**src/rtl/instr_fetch_ctrl.sv**
```systemverilog
// Instruction fetch controller: owns the PC, drives the combinational
// instruction ROM, presents registered instructions to decode over a
// valid/ready handshake and time-shares the ROM with a debug read port
// that preempts fetch after a bounded number of denied cycles.
module instr_fetch_ctrl #(
    parameter int unsigned       ADDR_W       = 8,
    parameter logic [ADDR_W-1:0] RESET_PC     = '0,
    parameter int unsigned       DBG_MAX_WAIT = 3
) (
    input  logic              clk,
    input  logic              reset,
    output logic [ADDR_W-1:0] mem_addr,
    input  logic [31:0]       mem_data,
    input  logic              halt,
    input  logic              br_valid,
    input  logic [ADDR_W-1:0] br_target,
    output logic              instr_valid,
    input  logic              instr_ready,
    output logic [31:0]       instr,
    output logic [ADDR_W-1:0] instr_pc,
    input  logic              dbg_req,
    input  logic [ADDR_W-1:0] dbg_addr,
    output logic              dbg_ack,
    output logic [31:0]       dbg_data,
    output logic              halted
);

    typedef enum logic {
        RUN,
        HALTED
    } state_t;

    localparam logic [ADDR_W-1:0] ALIGN_MASK = {{(ADDR_W-2){1'b1}}, 2'b00};
    localparam logic [ADDR_W-1:0] PC_RST     = RESET_PC & ALIGN_MASK;
    localparam logic [2:0]        WAIT_MAX   = 3'(DBG_MAX_WAIT);

    state_t            state;
    state_t            state_next;
    logic [ADDR_W-1:0] pc;
    logic [2:0]        wait_cnt;
    logic              fetch_want;
    logic              dbg_grant;
    logic              fetch_grant;

    // State register for the run/halt sequencer
    always_ff @(posedge clk) begin
        if (reset) begin
            state <= RUN;
        end else begin
            state <= state_next;
        end
    end

    // Next state, ROM port arbitration and address selection
    always_comb begin
        state_next  = state;
        fetch_want  = 1'b0;
        dbg_grant   = 1'b0;
        fetch_grant = 1'b0;
        mem_addr    = pc;

        case (state)
            RUN:     if (halt)  state_next = HALTED;
            HALTED:  if (!halt) state_next = RUN;
            default: state_next = RUN;
        endcase

        fetch_want  = (state == RUN) && !br_valid && (!instr_valid || instr_ready);
        // Debug wins when fetch has nothing to do, or once it has been
        // denied long enough; the ack cycle itself is never re-granted.
        dbg_grant   = dbg_req && !dbg_ack && (!fetch_want || (wait_cnt == WAIT_MAX));
        fetch_grant = fetch_want && !dbg_grant;
        mem_addr    = (dbg_grant ? dbg_addr : pc) & ALIGN_MASK;
    end

    assign halted = (state == HALTED);

    // PC, presented instruction and flush/consume handling
    always_ff @(posedge clk) begin
        if (reset) begin
            pc          <= PC_RST;
            instr_valid <= 1'b0;
            instr       <= '0;
            instr_pc    <= '0;
        end else if (br_valid) begin
            pc          <= br_target & ALIGN_MASK;
            instr_valid <= 1'b0;
        end else if (fetch_grant) begin
            instr       <= mem_data;
            instr_pc    <= pc;
            instr_valid <= 1'b1;
            pc          <= pc + ADDR_W'(4);
        end else if (instr_valid && instr_ready) begin
            instr_valid <= 1'b0;
        end
    end

    // Debug read capture and starvation counter
    always_ff @(posedge clk) begin
        if (reset) begin
            dbg_ack  <= 1'b0;
            dbg_data <= '0;
            wait_cnt <= '0;
        end else begin
            dbg_ack <= dbg_grant;
            if (dbg_grant) begin
                dbg_data <= mem_data;
            end
            if (!dbg_req || dbg_grant) begin
                wait_cnt <= '0;
            end else if (!dbg_ack && (wait_cnt != WAIT_MAX)) begin
                wait_cnt <= wait_cnt + 3'd1;
            end
        end
    end

endmodule
```
**config.mk**
```make
export PLATFORM = sky130hd
export DESIGN_NAME = instr_fetch_ctrl
export DESIGN_NICKNAME = d
export VERILOG_FILES = /design/src/rtl/instr_fetch_ctrl.sv
export SDC_FILE = /design/constraint.sdc
export NUM_CORES = 1
export LEC_CHECK = 0
export BUFFER_PORTS_ARGS = -buffer_cell sky130_fd_sc_hd__buf_4
export CORE_ASPECT_RATIO = 1.75
export CORE_MARGIN = 2
export CORE_UTILIZATION = 26
export CTS_BUF_LIST = sky130_fd_sc_hd__clkbuf_16
export DETAILED_ROUTE_END_ITERATION = 8
export SLEW_MARGIN = 15
export SYNTH_ARGS = -nofsm -noshare
export SYNTH_HDL_FRONTEND = slang
export SYNTH_SLANG_ARGS = --single-unit
export TNS_END_PERCENT = 1
```
**constraint.sdc**
```tcl
create_clock -name clk -period 3.5 [get_ports clk]
set_clock_uncertainty 0.05 [all_clocks]
set_input_delay 0.525 -clock clk [delete_from_list [all_inputs] [get_ports clk]]
set_output_delay 0.525 -clock clk [all_outputs]
set_load 0.05 [all_outputs]
```
=== After elaboration in Yosys (flattened, before gate mapping) ===
Cells that the tools add are included.

* Add/subtract/negate cells: 2
* Bitwise logic cells: 2
* Reductions and logical operators: 21
* Eq/ne operators: 2
* Mux-type cells: 6

{| class="wikitable"
|+ Operator list
! cell !! count
|-
| 8-bit 2-to-1 mux || 3
|-
| 8-bit by 3-bit adder with 8-bit output, second input constant || 1
|-
| 1-bit logical AND || 7
|-
| 1-bit zero test || 6
|-
| 2-bit nonzero test || 2
|-
| 2-bit OR reduction || 2
|-
| 3-bit by 1-bit adder with 3-bit output, second input constant || 1
|-
| 3-bit by 2-bit == test with 1-bit output, second input constant || 1
|-
| 1-bit logical OR || 3
|-
| 1-bit 2-to-1 mux || 3
|-
| 3-bit by 2-bit != test with 1-bit output, second input constant || 1
|-
| 1-bit inverter || 2
|-
| 2-bit AND reduction || 1
|}

* Input bits: 54
* Register bits: 86
* Word-level logic and storage cells: 42

=== Longest topological paths before layout ===
* Word-level depth: 10
* Depth in mapped cells: 8

=== Worst setup path before layout ===
No wires, ideal clock.

* Path kind: register to output
* Start: register instr_valid
* End: output mem_addr[2]
* Slack: 1078 ps
* Path buffers: 2
* Arrival time: 1847 ps
* Cell stages (with the launch flop): 7
* Cell sequence: dfxtp_1 > nand2b_2 > a311oi_2 > buf_4 > buf_4 > nand2_1 > nand2_1

* Word-level cells in the longest chain between the ends: 7

{| class="wikitable"
|+ RTL lines
! item !! RTL line !! source
|-
| start: declaration || 17 || <nowiki>output logic instr_valid,</nowiki>
|-
| start signal: assignment || 82 || <nowiki>instr_valid <= 1'b0;</nowiki>
|-
| start signal: assignment || 87 || <nowiki>instr_valid <= 1'b0;</nowiki>
|-
| start signal: assignment || 91 || <nowiki>instr_valid <= 1'b1;</nowiki>
|-
| 1-bit zero test || 68 || <nowiki>fetch_want = (state == RUN) && !br_valid && (!instr_valid || instr_ready);</nowiki>
|-
| 1-bit logical OR || 68 ||
|-
| 1-bit logical AND || 68 ||
|-
| 1-bit zero test || 71 || <nowiki>dbg_grant = dbg_req && !dbg_ack && (!fetch_want || (wait_cnt == WAIT_MAX));</nowiki>
|-
| 1-bit logical OR || 71 ||
|-
| 1-bit logical AND || 71 ||
|-
| 8-bit 2-to-1 mux || 73 || <nowiki>mem_addr = (dbg_grant ? dbg_addr : pc) & ALIGN_MASK;</nowiki>
|-
| end: declaration || 12 || <nowiki>output logic [ADDR_W-1:0] mem_addr,</nowiki>
|}

No other way between the ends.

=== Worst setup path after layout ===
* Start: register wait_cnt[0]
* End: output mem_addr[3]

* Word-level cells in the longest chain between the ends: 4

{| class="wikitable"
|+ RTL lines
! item !! RTL line !! source
|-
| start: declaration || 40 || <nowiki>logic [2:0] wait_cnt;</nowiki>
|-
| start signal: assignment || 112 || <nowiki>wait_cnt <= wait_cnt + 3'd1;</nowiki>
|-
| 3-bit by 2-bit == test with 1-bit output || 71 ||
|-
| 1-bit logical OR || 71 ||
|-
| 1-bit logical AND || 71 ||
|-
| 8-bit 2-to-1 mux || 73 ||
|}

No other way between the ends.

==> results.md <==
- Outcome: completed
- Setup ws final: 0.515 ns
- Static Leak: 1.94 nW
- Internal: 1.68 mW
- RSZ-0062 raised after global routing: no
- Die Area: 12900 um^2
- Drt pass-1 iters: 4
- Final #Nets: 563
- Startpoint types: flop
- Remaining DRCs: 0
- Adder-cell share of the synthesized area: 1.21%
- Post-DRT Antenna Nets: 0
- CTS max path bufs: 2
- Fin. max-slew vios: 0
- Combinational share of power: 20.2%
- Ports: 137
- CTS tree: built
- Post-Synth Simple-Gate Area: 24.3%
- Req. time, crit path: 2.92 ns
- Via count: 2999
- Synth-to-Final Area Change: 41.8%
- Synth warn: 0
- Cts hold-fix bufs: 0
- Top cell family by delay on the critical path: compound AO/OA/AOI/OAI gates
- Largest family of logic cells by synthesized area: simple AND/OR/NAND/NOR gates
- CP Max Fanout: 39
- Maximum clock frequency: 335 MHz
- Worst setup endpoint: mem_addr[3]
- XOR/XNOR Fraction of Synth Area: 0.562%
- Initial core utilization: 26.7%
- Die W: 86.7 um
- Register area share after synthesis: 52.7%
- Met2 routed WL: 5130 um
- TritonCTS Buffers: 9
- Post-synthesis register bit count: 82
- Prevailing post-synth register cell: dfxtp_1
- Worst-margin pin slew: 0.871 ns
- M1 WL: 3400 um
- Reg-to-Reg End: pc[7]
- R2R cell count: 6
- Post-synth top cells: nand2_1, dfxtp_1, a21oi_1, clkbuf_1, buf_4
- Worst hold slack: 0.368 ns
- Root Buffer: clkbuf_16
- Final Util: 37.9%
- PostCTS Resize Cnt: 0
- Row cnt: 52
- Setup violators final: 0
- Final min period: 2.98 ns
- Worst path depth: 7
- Critical path, cell by cell: ha_1 -> ha_1 -> inv_1 -> a311o_2 -> nand2_1 -> nand2_1 -> buf_4
- Fill cells: 1241
- Post-Synthesis Cells: 393
- Reg clk slew, reported paths: 0.06 ns
- Mux contribution to synthesized area: 0%
- Gr ovfl total: 0
- Setup crit start: wait_cnt[0]
- 1st-iter DRT viols: 98
- Post-route cell area: 4420 um^2
- Core area: 11600 um^2
- Routed Wire Length: 9110 um
- Share of post-route cells with drive strength above 1: 29.4%
- Rel. slew slack: 41.9%
- Max cap viols: 0
- Skew-Pair Late Insertion Delay: 0.33 ns
- Share of the synthesized area in the top cell type: 52.7%
- WL per Instance: 14.1 um
- Most common cell in the netlist: nand2_1
- N_diodes: 0
- Hold path cells: 2
- CTS H-tree depth: 3
- Sw frac: 30.5%
- CP Class: reg -> out
- Via density: 4.64
- Port bufs: 128
- Synth async-reset ratio: 0%
- P_sw: 0.737 mW
- Final period util: 85.3%
- Worst Path Arrival: 2.41 ns
- R2r setup slk: 1.14 ns
- Initial antenna violation count: 0
- CP Buf/Inv Count: 2
- DP Worst Slack: 0.833 ns
- Setup TNS: 0 ns
- Post-synth EDFFs: 0
- Vias in the first global route: 2789
- CP max stage cell: a311o_2
- Power per cell area: 547 nW/um^2
- Synth area leaders: dfxtp_1, nand2_1, a21oi_1
- Max Used Layer: met4
- TritonCTS Sinks: 82
- Dpl hpwl: 6230 um
- Crit-path max cell delay: 0.74 ns
- Area leader, netlist: dfxtp_1
- Syn_area_per_cell: 7.92 um^2
- Synth Area in Compound Gates: 15.4%
- Min-Delay Path Class: in -> reg
- Seq pwr share: 42.3%
- Maximum vdd drop: 0.236 mV
- Die H: 149 um
- Post-CTS Setup Bufs: 0
- GRT Total Usage: 14.1%
- DR WL met3: 385 um
- Setup crit end kind: output pin
- Number of distinct library cells after synthesis: 33
- Mapped Area: 3110 um^2
- First-pass GRT wire length: 14100 um
- Final hold violation count: 0
- DP Area: 4130 um^2
- RR Startpoint: wait_cnt[0]
- Clock power share: 37.5%
- Placer Congestion: 0.719
- Largest net degree at the start of global routing: 81
-- layout by cell type, fill, tap and decap left out --
| cell type | count |
|---|---|
| and3_2 | 1 |
| nand2b_2 | 1 |
| dfxtp_1 | 82 |
| nor2_8 | 1 |
| o21ai_0 | 2 |
| a211oi_1 | 3 |
| o311ai_0 | 1 |
| a21oi_1 | 72 |
| nor2_1 | 6 |
| clkbuf_16 | 9 |
| nor2b_1 | 1 |
| o211ai_1 | 1 |
| a221oi_1 | 1 |
| a311o_2 | 1 |
| a22oi_1 | 1 |
| a311oi_4 | 1 |
| conb_1 | 4 |
| nand4_1 | 1 |
| nand2_1 | 162 |
| a31oi_1 | 2 |
| nand3_1 | 3 |
| nand3_4 | 1 |
| inv_1 | 8 |
| xor2_1 | 1 |
| or3_1 | 3 |
| a311oi_1 | 1 |
| or4_1 | 1 |
| buf_4 | 130 |
| nand3b_4 | 1 |
| clkinvlp_4 | 3 |
| ha_1 | 3 |
| o31a_1 | 1 |
| xnor2_1 | 1 |
| bufinv_16 | 1 |
-- area by class of cell --
cell class              instances  area [um^2]  area share (%)
clock buffers                   9          225            5.10
multi-input cells             278         1320            29.9
clock inverters                 7         63.8            1.45
repair buffers                130          976            22.1
well taps                     135          169            3.83
flip-flops and latches         82         1640            37.2
inverters                       5         18.8           0.425
-- sequential cells by signal, summed over array words and instances (netlist names) --
signal	count
pc	6
wait_cnt	3
dbg_ack	1
instr_pc	6
dbg_data	32
halted	1
instr_valid	1
instr	32
-- power by group through the flow --
stage	Sequential (mW)	Clock, mW	Combinational (mW)
floorplan	1.20	0	0.168
detailed placement	1.04	0	0.492
global placement	1.04	0	0.486
CTS	1.02	0.946	0.493
finish	1.02	0.907	0.488
global route	1.03	0.978	0.520
-- worst register-to-register path, delay by kind of cell (launching register included) --
kind	cells	cell delay [ns]
flip-flops	1	0.32
adder cells (fa/ha/maj)	2	0.45
AND/OR/NAND/NOR	3	1.30
AO/OA/AOI/OAI	1	0.17
-- stage by stage --
stage / std cells / total power, mW
final: 646 / 2.42
after global routing: 646 / 2.53
after CTS: 646 / 2.46
after detailed placement: 630 / 1.54
after global placement: 630 / 1.53
after floorplan: 396 / 1.37
-- per-layer routing --
layer,global-route usage [%],up-vias
met5,0,-
met4,6.33,0
met3,2.71,13
met2,26.7,84
met1,14.6,1402
li1,-,1500
-- worst min path at each step --
stage / from / end / slack, ns
2_1_floorplan: pc[7] / instr_pc[7] / 0.40
3_3_place_gp: dbg_data[23] / dbg_data[23] / 0.39
3_5_place_dp: dbg_data[28] / dbg_data[28] / 0.40
4_1_cts: halt / halted / 0.35
5_1_grt: halt / halted / 0.36
6_report: halt / halted / 0.37
-- kinds of logic (layout without fill, tap and decap cells) --
group                      after synthesis  count (layout)
other                                    1               4
xor gates and xnor gates                 2               2
and+or+nand+nor                        182             182
AOI/OAI and AO/OA                       87              87
adders and majority gates                3               3
buffers and inverters                   36             151
DFF                                     82              82
No activity file was read; power rests on OpenSTA's default activity.
